### src/rtl/reset_sequencer_pkg.sv
// ---------------------------------------------------------------------------
// reset_seq_pkg
// Shared definitions for the reset sequencer slice: the FSM state encoding
// and the default timing parameters used by the top-level module.
// No ports; imported with "import reset_seq_pkg::*;".
// ---------------------------------------------------------------------------
package reset_seq_pkg;

  // Sequencer states, 2-bit encoding
  typedef enum logic [1:0] {
    WAIT_LOCK = 2'd0,
    STABILIZE = 2'd1,
    HOLD      = 2'd2,
    RUN       = 2'd3
  } seq_state_e;

  // Defaults sized for a 48 MHz global clock
  localparam int unsigned DEFAULT_LOCK_STABLE = 1024;
  localparam int unsigned DEFAULT_RESET_HOLD  = 16;
  localparam int unsigned DEFAULT_TICK_DIV    = 48;

endpackage

### src/rtl/reset_sequencer_sync_2ff.sv
// ---------------------------------------------------------------------------
// sync_2ff
// Two-flop synchronizer bringing a single asynchronous bit into the clk
// domain. Both flops clear to 0 on reset, so a synchronized "locked" reads as
// not-locked until two clean samples have been taken.
// Ports:
//   clk   - destination clock
//   rst_n - asynchronous active-low reset
//   d     - asynchronous input bit
//   q     - synchronized output (second flop)
// ---------------------------------------------------------------------------
module sync_2ff (
  input  logic clk,
  input  logic rst_n,
  input  logic d,
  output logic q
);

  logic meta;

  // First flop may go metastable; the second gives it a full cycle to settle
  // before anything downstream looks at the value.
  always_ff @(posedge clk or negedge rst_n) begin
    if (!rst_n) begin
      meta <= 1'b0;
      q    <= 1'b0;
    end else begin
      meta <= d;
      q    <= meta;
    end
  end

endmodule

### src/rtl/reset_sequencer.sv
// ---------------------------------------------------------------------------
// reset_sequencer
// Waits for the PLL to report lock, debounces the lock for LOCK_STABLE cycles,
// holds the system reset for RESET_HOLD more cycles, then releases it and
// runs a microsecond tick. Losing lock at any point restarts the sequence;
// lock losses seen while running are counted (saturating).
// Ports:
//   global_clock    - single 48 MHz clock, all state on its rising edge
//   reset_n         - asynchronous active-low reset
//   locked          - PLL lock, asynchronous to global_clock
//   sys_reset_n     - registered active-low system reset
//   ready           - high exactly while in RUN
//   us_tick         - one-cycle pulse every TICK_DIV cycles while in RUN
//   lock_loss_count - RUN-to-WAIT_LOCK transitions from lock loss, sat. 255
// ---------------------------------------------------------------------------
module reset_sequencer
  import reset_seq_pkg::*;
#(
  parameter int unsigned LOCK_STABLE = DEFAULT_LOCK_STABLE,
  parameter int unsigned RESET_HOLD  = DEFAULT_RESET_HOLD,
  parameter int unsigned TICK_DIV    = DEFAULT_TICK_DIV
) (
  input  logic       global_clock,
  input  logic       reset_n,
  input  logic       locked,
  output logic       sys_reset_n,
  output logic       ready,
  output logic       us_tick,
  output logic [7:0] lock_loss_count
);

  localparam logic [15:0] STABLE_LAST = 16'(LOCK_STABLE - 1);
  localparam logic [15:0] HOLD_LAST   = 16'(RESET_HOLD - 1);
  localparam logic [15:0] TICK_LAST   = 16'(TICK_DIV - 1);

  logic        locked_s;
  seq_state_e  state;
  seq_state_e  next_state;
  logic [15:0] cnt;
  logic [15:0] cnt_next;
  logic [15:0] div;
  logic        run_stays;

  // The only place the raw lock input is sampled.
  sync_2ff u_lock_sync (
    .clk   (global_clock),
    .rst_n (reset_n),
    .d     (locked),
    .q     (locked_s)
  );

  // Next-state and shared counter logic. A low synchronized lock is checked
  // before any terminal count so a dropout always wins and restarts the
  // debounce. The counter returns to 0 whenever it is not actively counting,
  // which gives every phase a clean start.
  always_comb begin
    next_state = state;
    cnt_next   = '0;
    case (state)
      WAIT_LOCK: begin
        if (locked_s) next_state = STABILIZE;
      end
      STABILIZE: begin
        if (!locked_s)                next_state = WAIT_LOCK;
        else if (cnt == STABLE_LAST)  next_state = HOLD;
        else                          cnt_next   = cnt + 16'd1;
      end
      HOLD: begin
        if (!locked_s)              next_state = WAIT_LOCK;
        else if (cnt == HOLD_LAST)  next_state = RUN;
        else                        cnt_next   = cnt + 16'd1;
      end
      RUN: begin
        if (!locked_s) next_state = WAIT_LOCK;
      end
      default: next_state = WAIT_LOCK;
    endcase
  end

  // State and counter registers.
  always_ff @(posedge global_clock or negedge reset_n) begin
    if (!reset_n) begin
      state <= WAIT_LOCK;
      cnt   <= '0;
    end else begin
      state <= next_state;
      cnt   <= cnt_next;
    end
  end

  assign ready     = (state == RUN);
  assign run_stays = (state == RUN) && (next_state == RUN);

  // sys_reset_n is registered from next_state so it changes on exactly the
  // edge the FSM enters or leaves RUN, and never glitches.
  always_ff @(posedge global_clock or negedge reset_n) begin
    if (!reset_n) begin
      sys_reset_n <= 1'b0;
    end else begin
      sys_reset_n <= (next_state == RUN);
    end
  end

  // Microsecond divider. It sits at 0 on the entry edge and only counts on
  // edges where RUN is kept, so the registered pulse lands TICK_DIV cycles
  // after entry. Leaving RUN clears both divider and pulse on that same edge,
  // so the tick can never be seen outside RUN.
  always_ff @(posedge global_clock or negedge reset_n) begin
    if (!reset_n) begin
      div     <= '0;
      us_tick <= 1'b0;
    end else if (!run_stays) begin
      div     <= '0;
      us_tick <= 1'b0;
    end else if (div == TICK_LAST) begin
      div     <= '0;
      us_tick <= 1'b1;
    end else begin
      div     <= div + 16'd1;
      us_tick <= 1'b0;
    end
  end

  // Lock-loss counter. Only a drop out of RUN counts; dropouts during the
  // debounce or hold phases are normal start-up behaviour. Cleared only by
  // reset_n.
  always_ff @(posedge global_clock or negedge reset_n) begin
    if (!reset_n) begin
      lock_loss_count <= '0;
    end else if ((state == RUN) && !locked_s && (lock_loss_count != 8'hFF)) begin
      lock_loss_count <= lock_loss_count + 8'd1;
    end
  end

endmodule

### config.mk
export PLATFORM = sky130hd
export DESIGN_NAME = reset_sequencer
export DESIGN_NICKNAME = d
export VERILOG_FILES = /design/src/rtl/reset_sequencer_pkg.sv /design/src/rtl/reset_sequencer_sync_2ff.sv /design/src/rtl/reset_sequencer.sv
export SDC_FILE = /design/constraint.sdc
export NUM_CORES = 1
export LEC_CHECK = 0
export ABC_AREA = 1
export CAP_MARGIN = 25
export CORE_AREA = 10 10 81 83
export DETAILED_ROUTE_END_ITERATION = 12
export DIE_AREA = 0 0 91 93
export PLACE_DENSITY = 0.67
export SKIP_CTS_REPAIR_TIMING = 1
export SKIP_LAST_GASP = 1
export SLEW_MARGIN = 40
export SYNTH_ARGS = -nofsm -noshare
export SYNTH_HDL_FRONTEND = slang
export SYNTH_SLANG_ARGS = --single-unit
### constraint.sdc
create_clock -name global_clock -period 5.2 [get_ports global_clock]
set_clock_uncertainty 0.15 [all_clocks]
set_input_delay 1.04 -clock global_clock [delete_from_list [all_inputs] [get_ports global_clock]]
set_output_delay 1.04 -clock global_clock [all_outputs]
set_load 0.03 [all_outputs]
==> results of run 1 <==
## routing by layer
layer / GRT usage (%) / up-vias / share of wire [%]
li1: - / 877 / -
met1: 12.7 / 817 / 47
met2: 15.8 / 25 / 46
met3: 3.84 / 4 / 6.0
met4: 3.13 / 0 / 0.97
met5: 0 / - / 0
## final cells by class
type                            count  area, sq um
Clock inverter                      2         60.1
Inverter                           27          101
Sequential cell                    46         1150
Fill cell                         483         2290
Tap cell                           70         87.6
Multi-Input combinational cell    187         1110
Clock buffer                        6         82.6
Timing Repair Buffer               13          128
## power by group
part	leakage, uW	total, uW	internal, uW	switching, uW
logic	0.000470	68.3	20.8	47.5
clock network	0.0000714	324	205	119
registers	0.000636	372	365	7.43
total	0.00118	764	590	174
## Yosys cell counts (all sizes together)
cell,count,area (sq um)
buf,2,25.0
o21ai,4,20.0
a21oi,4,20.0
and3,1,6.26
and2,1,7.51
nand3,22,138
mux2,1,11.3
xnor2,7,61.3
or2,2,12.5
a31o,1,8.76
nand4,6,37.5
nor4,2,12.5
xor2,15,131
nor3b,1,7.51
nor2,53,287
inv,27,101
ha,7,87.6
dfrtp,46,1150
nor3,10,55.1
o21bai,1,7.51
a31oi,2,12.5
nand2,47,186
## cell usage in the layout (no fill, tap or decap), types with 6 or more instances in the layout
master,n
nor2_1,40
nor3_1,9
ha_1,7
xor2_1,15
nand2_1,45
clkbuf_8,6
dfrtp_1,46
xnor2_1,7
nor2_4,11
nand4_1,6
inv_1,25
nand3_1,18
clkdlybuf4s50_1,12
## state kept, by name (all words and copies together), names as in the netlist
| register | flops |
|---|---|
| cnt | 16 |
| div | 16 |
| lock_loss_count | 8 |
| state | 2 |
| sys_reset_n | 1 |
| u_lock_sync.meta | 1 |
| u_lock_sync.q | 1 |
| us_tick | 1 |
## kinds of logic (layout without fill, tap and decap cells)
group | Yosys count | in the layout | synth area share (%)
AND/OR/NAND/NOR | 145 | 145 | 31.4
flip-flops | 46 | 46 | 48.2
buffers and inverters | 29 | 48 | 5.29
XOR/XNOR | 22 | 22 | 8.07
AO/OA/AOI/OAI | 12 | 12 | 2.88
adder cells (fa/ha/maj) | 7 | 7 | 3.67
multiplexers | 1 | 1 | 0.472
## path summary, 6_finish.rpt
| path | cells after the start | slack [ps] | start | endpoint |
|---|---|---|---|---|
| worst min-delay path | 0 | 210 | u_lock_sync.meta | u_lock_sync.q |
| worst max register to register | 9 | 3110 | state[0] | div[0] |
| worst max-delay path | 2 | 2330 | state[0] | ready |
| worst min register to register | 0 | 210 | u_lock_sync.meta | u_lock_sync.q |
| min in group asynchronous | 1 | 580 | reset_n | cnt[5] |
| max in group asynchronous | 1 | 3930 | reset_n | u_lock_sync.meta |
## per-stage QoR
stage          instances  instance area [sq um]  power [uW]  hold slack [ps]
4_1_cts              351                   2720         775              218
3_3_place_gp         343                   2570         448              210
3_5_place_dp         343                   2580         450              196
5_1_grt              351                   2720         803              233
6_report             351                   2720         764              210
2_1_floorplan        262                   2390         429              181
==> metrics.yaml, run 1 <==
vias: 1723
crit_buf_inv: 1
drive_above_1_share_pct: 12.8
layout_worst_path_cycle_share_pct: 55.1
rows: 26
cts_tree: "done"
fin_nets: 290
yosysWarnings: 0
wl_per_cell_um: 11.7
die_x_um: 91
powerDensity_nw_per_um2: 281
grt_usage_pct: 10.1
io_buffers: 13
post-route-min-period_ps: 2870
worstPathArrival_ps: 1680
run_status: "finished clean"
drv_cap: 0
grt_pass1_vias: 1618
tns_ps: 0
grt_max_degree: 47
max_stage_delay_ps: 710
drv_slew: 0
worstHoldPathType: "flop to flop"
insertion_delay_ps: 300
path_clk_slew_ps: 90
path_cells: "ha_1, clkdlybuf4s50_1"
utilization_pct: 54.3
drt_wl_total_um: 4110
crit_family: "buffers and inverters"
grt_pass1_wl_um: 7230
drt_pre_antenna_iters: 4
place_ws_ps: 2660
start_util_pct: 47.7
antenna_found_initial: 0
gp_congestion: 0.781
required_ps: 4010
cts_buffers: 5
finalHoldViolations: 0
die_h_um: 93
max_slew.worst_pin.slew_ps: 585
layout_setup_ws_ps: 2330
core_area_sq_um: 5010
p_leak_uw: 0.00118
fmax_mhz: 349
slew-limit-headroom_pct: 60.9
rsz0062_at_grt: "false"
drc: 0
drt_iter0_drc: 94
synth_fp_nets: 272
htreeDepth: 2
post-dp-hpwl_um: 2960
diodes: 0
area_growth_pct: 13.9
worstPathMaxFanout: 4
cpMaxStageDelayCell: "clkdlybuf4s50_1"
setup_viol: 0
ys_seq_elements: 46
cts_sinks: 46
ys_seq_area_share_pct: 48.2
end_kind: "primary output"
grt.overflow.total: 0
ant_nets: 0
path_class: "flop to primary output"
avgSynthCellArea_sq_um: 9.11
io_pins: 14
peakVddDrop_mv: 0.145
cts.path.max_buffers: 2
synth_area_sq_um: 2390
dieArea_sq_um: 8460
root_buffer: "clkbuf_8"
viasPerCell: 4.91
synth_cell_types: 31
start_kind: "flop"
synthCells: 262
(Power assumes the default switching activity.)
==> run 2, diff against run 1 <==
Settings changed: PLACE_DENSITY 0.67 to 0.69.
Clock period 5.2 ns to 2.52 ns, I/O delays scaled along.
==> run 2 against run 1 <==
Net effect:
- utilization is 0.47 points lower
- via count is 0.87% lower
- first-iteration DRC count is 26% lower
- critical path type unchanged
- largest cell class unchanged
- largest power group unchanged
==> metrics.yaml, run 2 (synthesized netlist as in run 1, its figures left out) <==
run_status: "finished clean"  # unchanged
htreeDepth: 2  # unchanged
grt_usage_pct: 10.6  # was 10.1%
core_area_sq_um: 5010  # unchanged
worstPathMaxFanout: 4  # unchanged
final_common_cell: "dfrtp_1"  # unchanged
layout_worst_path_cycle_share_pct: 93.8
slew-limit-headroom_pct: 53.3  # was 60.9%
final_cell_mix: "46 x dfrtp_1, 45 x nand2_1, 40 x nor2_1"  # unchanged
cts.path.max_buffers: 2  # unchanged
insertion_delay_ps: 300  # about the same
fin_hold_ws_ps: 89.0  # was 210 ps
max_slew.worst_pin.slew_ps: 700  # was 585 ps
rsz0062_at_grt: "false"  # unchanged
regToRegStartpoint: "state[0]"  # unchanged
cts_buffers: 5  # unchanged
drv_cap: 0  # unchanged
drt_pre_antenna_iters: 4  # unchanged
cp-startpoint: "state[0]"  # unchanged
rows: 26  # unchanged
end_kind: "primary output"  # unchanged
dieArea_sq_um: 8460  # unchanged
cts_sinks: 46  # unchanged
max_stage_delay_ps: 710  # about the same
finalHoldViolations: 0  # unchanged
grt.overflow.total: 0  # unchanged
drc: 0  # unchanged
required_ps: 1870  # was 4010 ps
utilization_pct: 53.8  # was 54.3%
die_h_um: 93  # unchanged
crit_buf_inv: 1  # unchanged
area_growth_pct: 12.9  # was 13.9%
diodes: 0  # unchanged
start_util_pct: 47.7  # unchanged
antenna_found_initial: 0  # unchanged
peakVddDrop_mv: 0.320  # was 0.145 mV
viasPerCell: 4.82  # was 4.91
crit_family: "buffers and inverters"  # unchanged
cts_tree: "done"  # unchanged
vias: 1708  # was 1723
die_x_um: 91  # unchanged
powerDensity_nw_per_um2: 521  # was 281 nW/um^2
grt_pass1_wl_um: 7530  # was 7230 um
io_pins: 14  # unchanged
path_class: "flop to primary output"  # unchanged
io_buffers: 13  # unchanged
drive_above_1_share_pct: 13.7  # was 12.8%
wl_per_cell_um: 11.8  # was 11.7 um
placedCellCount: 346  # was 343
grt_max_degree: 34  # was 47
post-route-min-period_ps: 2360
gp_congestion: 0.865  # was 0.781
start_kind: "flop"  # unchanged
tns_ps: 0  # unchanged
fin_nets: 293  # was 290
setup_viol: 0  # unchanged
ant_nets: 0  # unchanged
cpMaxStageDelayCell: "clkdlybuf4s50_1"  # unchanged
drv_slew: 0  # unchanged
worstPathArrival_ps: 1710  # was 1680 ps
root_buffer: "clkbuf_8"  # unchanged
fmax_mhz: 423
path_cells: "ha_1, clkdlybuf4s50_1"  # unchanged
drt_iter0_drc: 70  # was 94
worstHoldPathType: "input pin to async pin"  # was flop to flop
p_leak_uw: 0.00117  # was 0.00118 uW
stdcell_area_sq_um: 2700  # was 2720 sq um
path_clk_slew_ps: 90  # about the same
stdcell_count: 354  # was 351
place_area_sq_um: 2600  # was 2580 sq um
post-dp-hpwl_um: 3070  # was 2960 um
reg_top3: "cnt (16), div (16), lock_loss_count (8)"  # unchanged
drt_wl_total_um: 4180  # was 4110 um
grt_pass1_vias: 1709  # was 1618
==> run 2: report_power, final <==
part	internal (uW)	switching (uW)	total, uW
clock	226	261	487
sequential	752	16.3	768
combinational	49.8	100	150
==> run 2: worst paths after layout <==
path | to | slack, ps | depth (start not counted)
worst max-delay path | ready | 160 | 2
worst min-delay path | lock_loss_count[0] | 90 | 1
worst max register to register | div[1] | 430 | 9
worst min register to register | u_lock_sync.q | 230 | 0
max in group asynchronous | cnt[7] | 1520 | 2
min in group global_clock | u_lock_sync.q | 230 | 0
==> run 2: metal layers <==
metal / GRT usage [%] / vias up / wire length, um
met1: 12.7 / 808 / 1950
met3: 3.20 / 7 / 163
met2: 17.0 / 19 / 1990
met4: 5.09 / 0 / 78
met5: 0 / - / 0
li1: - / 874 / -
==> run 2: final cells by class <==
type | count | area, sq um
flip-flops and latches | 46 | 1150
inverters | 27 | 101
clock inverters | 2 | 16.3
clock buffers | 6 | 82.6
well taps | 70 | 87.6
multi-input cells | 187 | 1110
fillers | 489 | 2310
repair buffers | 16 | 148
==> run 2: stage by stage <==
step | setup WS [ps] | power [uW]
floorplan | 516 | 885
global placement | 496 | 933
detailed placement | 425 | 934
CTS | 128 | 1430
global route | 55.3 | 1470
finish | 156 | 1410
==> run 3, diff against run 2 <==
Settings changed: PLACE_DENSITY 0.69 to 0.67.
Clock period 2.52 ns to 2.6 ns, I/O delays scaled along.
==> run 3 against run 2 <==
Net effect:
- utilization about the same
- clock power decreased by 6.6%
- power decreased by 4.8%
- combinational power decreased by 8%
- sequential power decreased by 3.0%
- first-iteration DRC count decreased by 2.9%
- worst setup slack improved by 18 ps
- hold slack improved by 120 ps
- wire length decreased by 4.3%
- final cell count unchanged
==> metrics.yaml, run 3 (synthesized netlist as in run 1, its figures left out) <==
pwr-share-seq_pct: 55.7  # was 54.7%
netSwitchingPower_uw: 350  # was 377 uW
path_clk_slew_ps: 90  # about the same
finalHoldViolations: 0  # unchanged
io_pins: 14  # unchanged
wl_per_cell_um: 11.3  # was 11.8 um
drv_cap: 0  # unchanged
grt_pass1_wl_um: 7650  # was 7530 um
insertion_delay_ps: 290  # was 300 ps
start_kind: "flop"  # unchanged
worstPathMaxFanout: 4  # unchanged
drt_pre_antenna_iters: 4  # unchanged
grt.overflow.total: 0  # unchanged
htreeDepth: 2  # unchanged
layout_worst_path_cycle_share_pct: 93.3
dieArea_sq_um: 8460  # unchanged
peakVddDrop_mv: 0.363  # was 0.320 mV
layout_setup_ws_ps: 174  # was 156 ps
p_leak_uw: 0.00117  # about the same
fin_hold_ws_ps: 208  # was 89.0 ps
root_buffer: "clkbuf_8"  # unchanged
place_ws_ps: 488  # was 425 ps
fmax_mhz: 412
rsz0062_at_grt: "false"  # unchanged
grt_usage_pct: 10.7  # was 10.6%
final_common_cell: "dfrtp_1"  # unchanged
stdcell_area_sq_um: 2700  # about the same
intPower_uw: 988  # was 1030 uW
final_cell_mix: "46 x dfrtp_1, 45 x nand2_1, 40 x nor2_1"  # unchanged
io_buffers: 13  # unchanged
grt_pass1_vias: 1711  # was 1709
reg_top3: "cnt (16), div (16), lock_loss_count (8)"  # unchanged
fillers: 503  # was 489
drv_slew: 0  # unchanged
cts.path.max_buffers: 2  # unchanged
die_x_um: 91  # unchanged
required_ps: 1930  # was 1870 ps
area_growth_pct: 12.9  # about the same
p_sw_share_pct: 26.2  # was 26.8%
worstHoldPathType: "flop to flop"  # was input pin to async pin
die_h_um: 93  # unchanged
core_area_sq_um: 5010  # unchanged
viasPerCell: 4.80  # was 4.82
vias: 1700  # was 1708
drt_iter0_drc: 68  # was 70
end_kind: "primary output"  # unchanged
slew-limit-headroom_pct: 61.9  # was 53.3%
path_class: "flop to primary output"  # unchanged
fin_nets: 293  # unchanged
drive_above_1_share_pct: 13.4  # was 13.7%
drc: 0  # unchanged
combinationalPowerShare_pct: 10.3  # was 10.7%
max_slew.worst_pin.slew_ps: 570  # was 700 ps
diodes: 0  # unchanged
setup_viol: 0  # unchanged
grt_max_degree: 18  # was 34
cts_buffers: 5  # unchanged
ant_nets: 0  # unchanged
place_area_sq_um: 2590  # was 2600 sq um
antenna_found_initial: 0  # unchanged
pwr-share-clk_pct: 34.0  # was 34.6%
cts_sinks: 46  # unchanged
worstPathArrival_ps: 1760  # was 1710 ps
gp_congestion: 0.813  # was 0.865
rows: 26  # unchanged
powerDensity_nw_per_um2: 496  # was 521 nW/um^2
post-route-min-period_ps: 2430
post-dp-hpwl_um: 2920  # was 3070 um
start_util_pct: 47.7  # unchanged
tns_ps: 0  # unchanged
power_uw: 1340  # was 1410 uW
drt_wl_total_um: 4000  # was 4180 um
run_status: "finished clean"  # unchanged
cts_tree: "done"  # unchanged
[run 3: power groups by stage]
stage | registers (uW) | clock network (uW) | logic (uW)
after floorplan | 755 | 0 | 102
after global placement | 758 | 0 | 138
after detailed placement | 760 | 0 | 140
after CTS | 745 | 476 | 141
after global routing | 749 | 507 | 164
final | 745 | 455 | 138
[run 3: layout make-up]
class                           count  area [sq um]  share of cell area (%)
Tap cell                           70          87.6                    3.25
Timing Repair Buffer               16           150                    5.57
Clock inverter                      2          12.5                   0.464
Inverter                           27           101                    3.76
Sequential cell                    46          1150                    42.7
Clock buffer                        6          82.6                    3.06
Multi-Input combinational cell    187          1110                    41.2
[run 3: final timing paths]
| kind | start | to | slack, ps | cells past startpoint |
|---|---|---|---|---|
| worst min register to register | u_lock_sync.meta | u_lock_sync.q | 210 | 0 |
| max in group asynchronous | reset_n | div[2] | 1280 | 3 |
| min in group asynchronous | reset_n | cnt[5] | 500 | 2 |
| worst min-delay path | u_lock_sync.meta | u_lock_sync.q | 210 | 0 |
| worst max-delay path | state[0] | ready | 170 | 2 |
| worst max register to register | state[0] | div[15] | 500 | 8 |
[run 3: worst max-delay path, stage by stage, from the launching register on]
cell,delay [ps]
dfrtp_1,400
ha_1,330
clkdlybuf4s50_1,730
[run 3: routing by layer]
metal	vias up	share of wire [%]	GRT usage [%]
met3	4	4.5	3.12
met5	-	0	0
met1	795	50	13.3
met4	0	0.78	4.31
met2	25	45	17.0
li1	876	-	-
[run 3: stage by stage]
| step | util (%) | instances |
|---|---|---|
| after CTS | 53.6 | 353 |
| after global routing | 53.8 | 354 |
| after global placement | 51.7 | 345 |
| after floorplan | - | 262 |
| final | 53.8 | 354 |
| after detailed placement | 51.7 | 345 |
